### src/rtl/uart_rx_pkg.sv
// Shared definitions for the UART receive front end: sampler state encoding,
// legal oversampling factors and the three-sample majority vote.
package uart_rx_pkg;

   localparam logic [0:0] ST_IDLE = 1'b0;
   localparam logic [0:0] ST_RUN  = 1'b1;

   localparam int PRESCALE_8       = 8;
   localparam int PRESCALE_16      = 16;
   localparam int PRESCALE_32      = 32;
   localparam int PRESCALE_DEFAULT = PRESCALE_16;

   function automatic logic majority3(input logic [2:0] v);
      return (v[0] & v[1]) | (v[0] & v[2]) | (v[1] & v[2]);
   endfunction

endpackage

### src/rtl/uart_rx_edge_sampler_if.sv
// Signal bundle between the Rx controller/line side (master) and the edge
// sampler (slave).
interface uart_rx_edge_sampler_if #(
   parameter int PRESCALE_W = 6
);
   logic                  rx_in;
   logic [PRESCALE_W-1:0] prescale;
   logic                  sampler_en;
   logic                  start_bit_detector;
   logic                  bit_tick;
   logic                  sampled_bit;
   logic [PRESCALE_W-1:0] edge_count;

   modport master (
      output rx_in, prescale, sampler_en,
      input  start_bit_detector, bit_tick, sampled_bit, edge_count
   );

   modport slave (
      input  rx_in, prescale, sampler_en,
      output start_bit_detector, bit_tick, sampled_bit, edge_count
   );
endinterface

### src/rtl/uart_rx_sync.sv
// Two-flop synchroniser for the asynchronous serial line; both flops reset to
// the line idle level so no false edge appears on reset release.
module uart_rx_sync #(
   parameter logic RESET_LEVEL = 1'b1
) (
   input  logic clk,
   input  logic rst,
   input  logic rx_i,
   output logic rx_sync_o
);
   logic meta_q;
   logic sync_q;

   always_ff @(posedge clk or posedge rst) begin
      if (rst) begin
         meta_q <= RESET_LEVEL;
         sync_q <= RESET_LEVEL;
      end else begin
         meta_q <= rx_i;
         sync_q <= meta_q;
      end
   end

   assign rx_sync_o = sync_q;
endmodule

### src/rtl/uart_rx_edge_sampler.sv
// UART Rx front end: start-edge detection, per-bit oversampling counter,
// bit_tick generation and three-sample mid-bit majority vote.
//
//   state   | meaning
//   --------+--------------------------------------------------------------
//   ST_IDLE | counter held at 0, watching for a falling edge on rx_sync
//   ST_RUN  | counting bit periods; exits on a tick with sampler_en low
module uart_rx_edge_sampler
   import uart_rx_pkg::*;
#(
   parameter int   PRESCALE_W = 6,
   parameter logic IDLE_LEVEL = 1'b1
) (
   input logic              clk,
   input logic              rst,
   uart_rx_edge_sampler_if.slave sif
);
   logic                  rx_sync;
   logic                  rx_prev_q;
   logic [0:0]            state_q, state_d;
   logic [PRESCALE_W-1:0] cnt_q, cnt_d;
   logic [PRESCALE_W-1:0] ps_q, ps_d;
   logic                  start_q, start_d;
   logic                  sbit_q, sbit_d;
   logic [2:0]            vote_q, vote_d;
   logic [PRESCALE_W-1:0] mid, mid_m1, mid_p1, last;
   logic                  fall;
   logic                  tick;
   logic                  ps_legal;

   uart_rx_sync #(
      .RESET_LEVEL(IDLE_LEVEL)
   ) u_sync (
      .clk      (clk),
      .rst      (rst),
      .rx_i     (sif.rx_in),
      .rx_sync_o(rx_sync)
   );

   always_comb begin
      fall     = rx_prev_q & ~rx_sync;
      last     = ps_q - PRESCALE_W'(1);
      mid      = ps_q >> 1;
      mid_m1   = mid - PRESCALE_W'(1);
      mid_p1   = mid + PRESCALE_W'(1);
      tick     = (state_q == ST_RUN) && (cnt_q == last);
      ps_legal = (sif.prescale == PRESCALE_W'(PRESCALE_8))  ||
                 (sif.prescale == PRESCALE_W'(PRESCALE_16)) ||
                 (sif.prescale == PRESCALE_W'(PRESCALE_32));

      state_d = state_q;
      cnt_d   = cnt_q;
      ps_d    = ps_q;
      start_d = 1'b0;
      sbit_d  = sbit_q;
      vote_d  = vote_q;

      case (state_q)
         ST_IDLE: begin
            cnt_d = '0;
            if (fall) begin
               state_d = ST_RUN;
               start_d = 1'b1;
               ps_d    = ps_legal ? sif.prescale : PRESCALE_W'(PRESCALE_DEFAULT);
            end
         end
         ST_RUN: begin
            cnt_d = tick ? '0 : cnt_q + PRESCALE_W'(1);
            if ((cnt_q == mid_m1) || (cnt_q == mid) || (cnt_q == mid_p1)) begin
               vote_d = {vote_q[1:0], rx_sync};
            end
            // The third capture joins the vote in the same cycle it is taken.
            if (cnt_q == mid_p1) begin
               sbit_d = majority3({vote_q[1:0], rx_sync});
            end
            if (tick && !sif.sampler_en) begin
               state_d = ST_IDLE;
            end
         end
         default: state_d = ST_IDLE;
      endcase
   end

   always_ff @(posedge clk or posedge rst) begin
      if (rst) begin
         rx_prev_q <= IDLE_LEVEL;
         state_q   <= ST_IDLE;
         cnt_q     <= '0;
         ps_q      <= PRESCALE_W'(PRESCALE_DEFAULT);
         start_q   <= 1'b0;
         sbit_q    <= IDLE_LEVEL;
         vote_q    <= 3'b111;
      end else begin
         rx_prev_q <= rx_sync;
         state_q   <= state_d;
         cnt_q     <= cnt_d;
         ps_q      <= ps_d;
         start_q   <= start_d;
         sbit_q    <= sbit_d;
         vote_q    <= vote_d;
      end
   end

   assign sif.start_bit_detector = start_q;
   assign sif.bit_tick           = tick;
   assign sif.sampled_bit        = sbit_q;
   assign sif.edge_count         = cnt_q;
endmodule

### src/flat_wrapper.sv
// flat-port wrapper written by rule: the top's interface ports become plain ports
module uart_rx_edge_sampler_flat import uart_rx_pkg::*;
#(
   parameter int   PRESCALE_W = 6,
   parameter logic IDLE_LEVEL = 1'b1
)
  (clk, rst, sif_rx_in, sif_prescale, sif_sampler_en, sif_start_bit_detector, sif_bit_tick, sif_sampled_bit, sif_edge_count);
  uart_rx_edge_sampler_if #(.PRESCALE_W(PRESCALE_W)) sif_i ();
  input logic clk;
  input logic rst;
  input wire logic [$bits(sif_i.rx_in)-1:0] sif_rx_in;
  input wire logic [$bits(sif_i.prescale)-1:0] sif_prescale;
  input wire logic [$bits(sif_i.sampler_en)-1:0] sif_sampler_en;
  output wire logic [$bits(sif_i.start_bit_detector)-1:0] sif_start_bit_detector;
  output wire logic [$bits(sif_i.bit_tick)-1:0] sif_bit_tick;
  output wire logic [$bits(sif_i.sampled_bit)-1:0] sif_sampled_bit;
  output wire logic [$bits(sif_i.edge_count)-1:0] sif_edge_count;
  assign sif_i.rx_in = sif_rx_in;
  assign sif_i.prescale = sif_prescale;
  assign sif_i.sampler_en = sif_sampler_en;
  assign sif_start_bit_detector = sif_i.start_bit_detector;
  assign sif_bit_tick = sif_i.bit_tick;
  assign sif_sampled_bit = sif_i.sampled_bit;
  assign sif_edge_count = sif_i.edge_count;
  uart_rx_edge_sampler #(.PRESCALE_W(PRESCALE_W), .IDLE_LEVEL(IDLE_LEVEL)) u_core (.clk(clk), .rst(rst), .sif(sif_i));
endmodule
### config.mk
export PLATFORM = sky130hd
export DESIGN_NAME = uart_rx_edge_sampler_flat
export DESIGN_NICKNAME = d
export VERILOG_FILES = /design/src/rtl/uart_rx_pkg.sv /design/src/rtl/uart_rx_edge_sampler_if.sv /design/src/rtl/uart_rx_sync.sv /design/src/rtl/uart_rx_edge_sampler.sv /design/src/flat_wrapper.sv
export SDC_FILE = /design/constraint.sdc
export NUM_CORES = 1
export LEC_CHECK = 0
export CORE_ASPECT_RATIO = 1.5
export CORE_MARGIN = 8
export CORE_UTILIZATION = 40
export CTS_BUF_LIST = sky130_fd_sc_hd__clkbuf_4 sky130_fd_sc_hd__clkbuf_8 sky130_fd_sc_hd__clkbuf_16
export CTS_CLUSTER_DIAMETER = 50
export DETAILED_ROUTE_END_ITERATION = 10
export GPL_TIMING_DRIVEN = 0
export PLACE_DENSITY = 0.61
export SLEW_MARGIN = 20
export SYNTH_ARGS = -nofsm -noshare
export SYNTH_HDL_FRONTEND = slang
export SYNTH_SLANG_ARGS = --single-unit
### constraint.sdc
create_clock -name clk -period 2.6 [get_ports clk]
set_clock_uncertainty 0.1 [all_clocks]
set_input_delay 0.39 -clock clk [delete_from_list [all_inputs] [get_ports clk]]
set_output_delay 0.39 -clock clk [all_outputs]
set_load 0.02 [all_outputs]
Yosys cells after proc, flatten, opt, wreduce, memory -nomap -nowiden:

Index checks and enable logic that the tools add are counted.

* register bits: 20
* output and inout port bits: 9
* word-level logic and storage cells: 45

* add/subtract/negate cells: 4
* equality and inequality tests: 7
* mux-type cells: 7
* bitwise gates (word level): 8
* reduce and logical (&&, ||, !) cells: 10

Operator list (number)
* 6-bit == test: 3
* 6-bit two-way mux: 2
* 6-bit case mux with 2 select lines: 1
* 5-bit by 1-bit adder with 6-bit output, second input constant: 1
* 6-bit by 1-bit adder with 6-bit output, second input constant: 1
* 6-bit by 4-bit == test with 1-bit output, second input constant: 1
* 6-bit by 5-bit == test with 1-bit output: 1
* 6-bit by 5-bit == test with 1-bit output, second input constant: 1
* 6-bit == test, second input constant: 1
* 2-bit AND reduction: 3
* 5-bit by 1-bit subtractor with 6-bit output, second input constant: 1
* 6-bit by 1-bit subtractor with 6-bit output, second input constant: 1
* 1-bit AND: 4
* 1-bit logical OR: 4
* 1-bit two-way mux: 3
* 1-bit logical AND: 2
* 1-bit inverter: 2
* 1-bit bitwise OR: 2
* 1-bit case mux with 2 select lines: 1
* 1-bit logical NOT: 1

Logic depth before layout (Yosys ltp):

* word-level depth: 6
* mapped depth: 9

Hierarchy:

Synthesis repeated with hierarchy kept, for this count alone.

* cells, all modules: 128
* area, all modules: 1232.4 sq um

By module, submodules not included
* uart_rx_edge_sampler: times used 1, cells each 125, area an instance 1176.1 sq um, seq. area each 456.7 sq um
* uart_rx_sync: times used 1, cells each 3, area an instance 56.3 sq um, seq. area each 52.6 sq um

Worst setup path after synthesis:

OpenSTA, ideal clock, no wires.

* path kind: register to output
* from: reg u_core.ps_q[2]
* to: out sif_bit_tick
* arrival time: 1.856 ns
* data required time: 2.110 ns
* setup slack: 0.254 ns
* stages on the path, launching flop included: 9
* cells stage by stage: dfrtp_1 clkbuf_1 inv_1 ha_1 a21boi_0 nand2_1 xnor2_1 a211o_1 inv_1

* cells in the longest elaborated chain, start to end: 3

Ends and longest elaborated chain
* start: declaration: RTL line uart_rx_edge_sampler.sv:22 `logic [PRESCALE_W-1:0] ps_q, ps_d;`
* start signal: assignment: RTL line uart_rx_edge_sampler.sv:89 `ps_q <= PRESCALE_W'(PRESCALE_DEFAULT);`
* start signal: assignment: RTL line uart_rx_edge_sampler.sv:97 `ps_q <= ps_d;`
* 6-bit by 1-bit subtractor with 6-bit output: RTL line uart_rx_edge_sampler.sv:42 `last = ps_q - PRESCALE_W'(1);`
* 6-bit == test: RTL line uart_rx_edge_sampler.sv:46 `tick = (state_q == ST_RUN) && (cnt_q == last);`
* 1-bit logical AND: RTL line uart_rx_edge_sampler.sv:46
* end: declaration: RTL line flat_wrapper.sv:15 `output wire logic [$bits(sif_i.bit_tick)-1:0] sif_bit_tick;`

No other way between the ends.

Worst setup path after layout:

* from: reg u_core.ps_q[1]
* to: out sif_bit_tick

Same word-level chain as after synthesis.

==> impl_results.md <==
- Design Area, Final: 1580 µm²
- Outcome: complete, no violations
- Worst Tran Pin Value: 759 ps
- Mux cell area share after synthesis: 0.0182
- R2R Path Start: u_core.ps_q[1]
- Critical path startpoint: u_core.ps_q[1]
- Power Density: 898 nW/µm²
- Initial antenna violation count: 0
- Port-buffer cells: 18
- Mapped Avg Cell Area: 9.43 µm²
- Setup violators final: 0
- Most common cell after layout, fill and taps aside: clkdlybuf4s50_1
- First-pass GRT wire length: 4780 µm
- Combinational family with the most area after synthesis: simple AND/OR/NAND/NOR gates
- Pre-antenna DRT Iters: 5
- Routability congestion estimate: 0.874
- Die Wd: 61.4 µm
- Wirelength per Cell: 14.5 µm
- Fin crit period: 2530 ps
- Hold Startpoint: u_core.u_sync.meta_q
- Clock Pin Slew Worst Setup and Hold Paths: 80 ps
- Vias in the first global route: 1066
- Crit path max fanout: 5
- Syn Nets: 146
- Inserted Clock Buffers: 3
- Peak supply drop: 0.000494 V
- Synth top area cells: dfrtp_1 (26%), dfstp_2 (15%), xnor2_1 (8.5%), xor2_1 (8.5%), ha_1 (5.1%)
- FF+latch count, synth: 20
- Drt total wl: 2810 µm
- Final Max Slew Viols: 0
- Hpwl dp: 2080 µm
- Dpl ws: -539 ps
- Crit. End Element: primary output
- Largest net degree at the start of global routing: 21
- Clock tree buffer depth: 2
- Yosys warning total: 0
- Fin worst setup slack: 71.6 ps
- Synthesized-area fraction occupied by and/or/nand/nor cells: 0.199
- RSZ-0062 raised after global routing: false
- Max-Cap Viols: 0
- Nets: 171
- Hold Crit Class: register to register
- Netlist cell types: 37
- Share of layout cells above drive strength 1: 0.194
- Remaining DRCs: 0
- Leakage power: 0.667 nW
- Most frequent cells in the layout: clkdlybuf4s50_1 (17), nor2_1 (15), xor2_1 (12), xnor2_1 (12), dfrtp_1 (11)
- WP data required: 2110 ps
- Cts hold-fix bufs: 0
- Die footprint: 5160 µm²
- Total GRT Usage: 0.119
- DIE HEIGHT: 84.1 µm
- DP Area: 1460 µm²
- Relative slew slack: 0.494
- Power Total: 0.00142 W
- Clk_lat worst skew: 260 ps
- Post-synth top area cell: dfrtp_1
- Top-area cell type share of the netlist area: 0.263
- Vias: 1019
- CTS tree: built
- Initial Util: 0.420
- Crit path kind: register to primary output
- Num rows: 24
- Synth Instances: 131
- Antenna Nets Post-Route: 0
- Area fraction in compound gates after synthesis: 0.0942
- Synthesized area: 1230 µm²
- Synth Area in XOR/XNOR: 0.170
- Top-Level Pins: 19
- Setup TNS: 0 ps
- GRT Residual Overflow: 0
- Antenna diodes: 0
- Adder-Cell Fraction of Synth Area: 0.0507
- Startpoint Class: register
- Data arrival, critical path: 2040 ps
- Vias/cell: 5.25
- Final hold vios: 0
- Filler Cells Inserted: 299
- Fin crit share: 0.972
- Fmax: 396 MHz
- Core area: 2940 µm²
- H-tree depth: 1
- Fin cells: 194
- Post-synthesis sequential area ratio: 0.412
- CTS sink count: 20
- Dpl cells: 188
- Area delta synth->final: 27.6%
- Clock tree root buffer cell: clkbuf_8
- Drt initial violations: 31
## power breakdown
part	internal, W	switching, W	total [W]
logic	0.000310	0.000363	0.000673
registers	0.000414	0.0000883	0.000502
clock network	0.000135	0.000105	0.000240
total	0.000858	0.000557	0.00142
## final timing paths
| kind | end | slack (ps) | cells after the start |
|---|---|---|---|
| min in group asynchronous | u_core.ps_q[1] | 450 | 2 |
| worst max register to register | u_core.vote_q[1] | 390 | 8 |
| max in group asynchronous | u_core.ps_q[2] | 1430 | 2 |
| worst min-delay path | u_core.u_sync.rx_sync_o | 260 | 0 |
| worst max-delay path | sif_bit_tick | 70 | 7 |
| worst min register to register | u_core.u_sync.rx_sync_o | 260 | 0 |
## stage by stage
stage | hold slack [ps] | utilization
finish | 262 | 0.535
detailed placement | 249 | 0.497
global route | 269 | 0.535
CTS | 265 | 0.534
global placement | 249 | 0.497
floorplan | 245 | -
## critical path, cell delays in order (launching register included)
cell and delay (ps):
dfrtp_2 430, inv_4 110, ha_4 150, nand2_1 50
or4_1 410, a211o_1 300, inv_1 60, clkdlybuf4s15_2 250
## state kept, by name, indices dropped and copies added, names as in the netlist
signal and count:
u_core.ps_q 6, u_core.rx_prev_q 1, u_core.sif.edge_count 6, u_core.sif.sampled_bit 1, u_core.sif.start_bit_detector 1, u_core.state_q 1
u_core.u_sync.meta_q 1, u_core.u_sync.rx_sync_o 1, u_core.vote_q 2
## cell families (layout without fill, tap and decap cells)
group	after synthesis	after routing
xor gates and xnor gates	24	24
AOI/OAI and AO/OA	16	16
DFF	20	20
muxes	2	2
adders and majority gates	5	5
and+or+nand+nor	47	47
buffers and inverters	17	41
## area by class of cell
type / count / area (µm²) / area share
Inverter: 9 / 36.3 / 0.0230
Sequential cell: 20 / 512 / 0.325
Clock buffer: 4 / 55.1 / 0.0349
Tap cell: 39 / 48.8 / 0.0310
Multi-Input combinational cell: 94 / 686 / 0.435
Timing Repair Buffer: 22 / 211 / 0.134
Buffer: 6 / 26.3 / 0.0167
## synth_stat cells
master,n
dfrtp_1,13
inv_1,9
and3_1,1
o21ai_0,1
nand2b_1,1
dfstp_2,7
o2111ai_1,1
a211o_1,1
or4_1,1
nor4_1,2
o21ai_1,1
a21oi_1,2
clkbuf_2,1
nand2_1,7
buf_1,1
o32ai_1,2
nor2_1,15
nand4b_1,2
nor3_1,3
nor3b_2,1
o211ai_1,2
o31ai_1,2
nand3b_1,2
o211a_1,1
xor2_1,12
ha_1,5
nand4_1,4
buf_2,3
xnor2_1,12
a21boi_0,1
a21o_1,1
nor2b_1,1
and3b_1,1
a31oi_1,1
mux2_2,2
clkbuf_1,3
nand3_1,6
## per-layer routing
metal	up-vias	routed length, µm	GRT usage
met5	-	0	0
met4	0	73	0.0563
met3	6	82	0.0262
met2	16	1460	0.192
met1	503	1200	0.140
li1	494	-	-
## repair_timing
| item | CTS | global route |
|---|---|---|
| gates resized for setup | 13 | 2 |
| setup endpoints to repair | 1 | 1 |
| setup buffers | 4 | 0 |
| cloned | 0 | 0 |
| pin swaps | 1 | 0 |
Note: power is estimated with default switching activity, not from simulation.
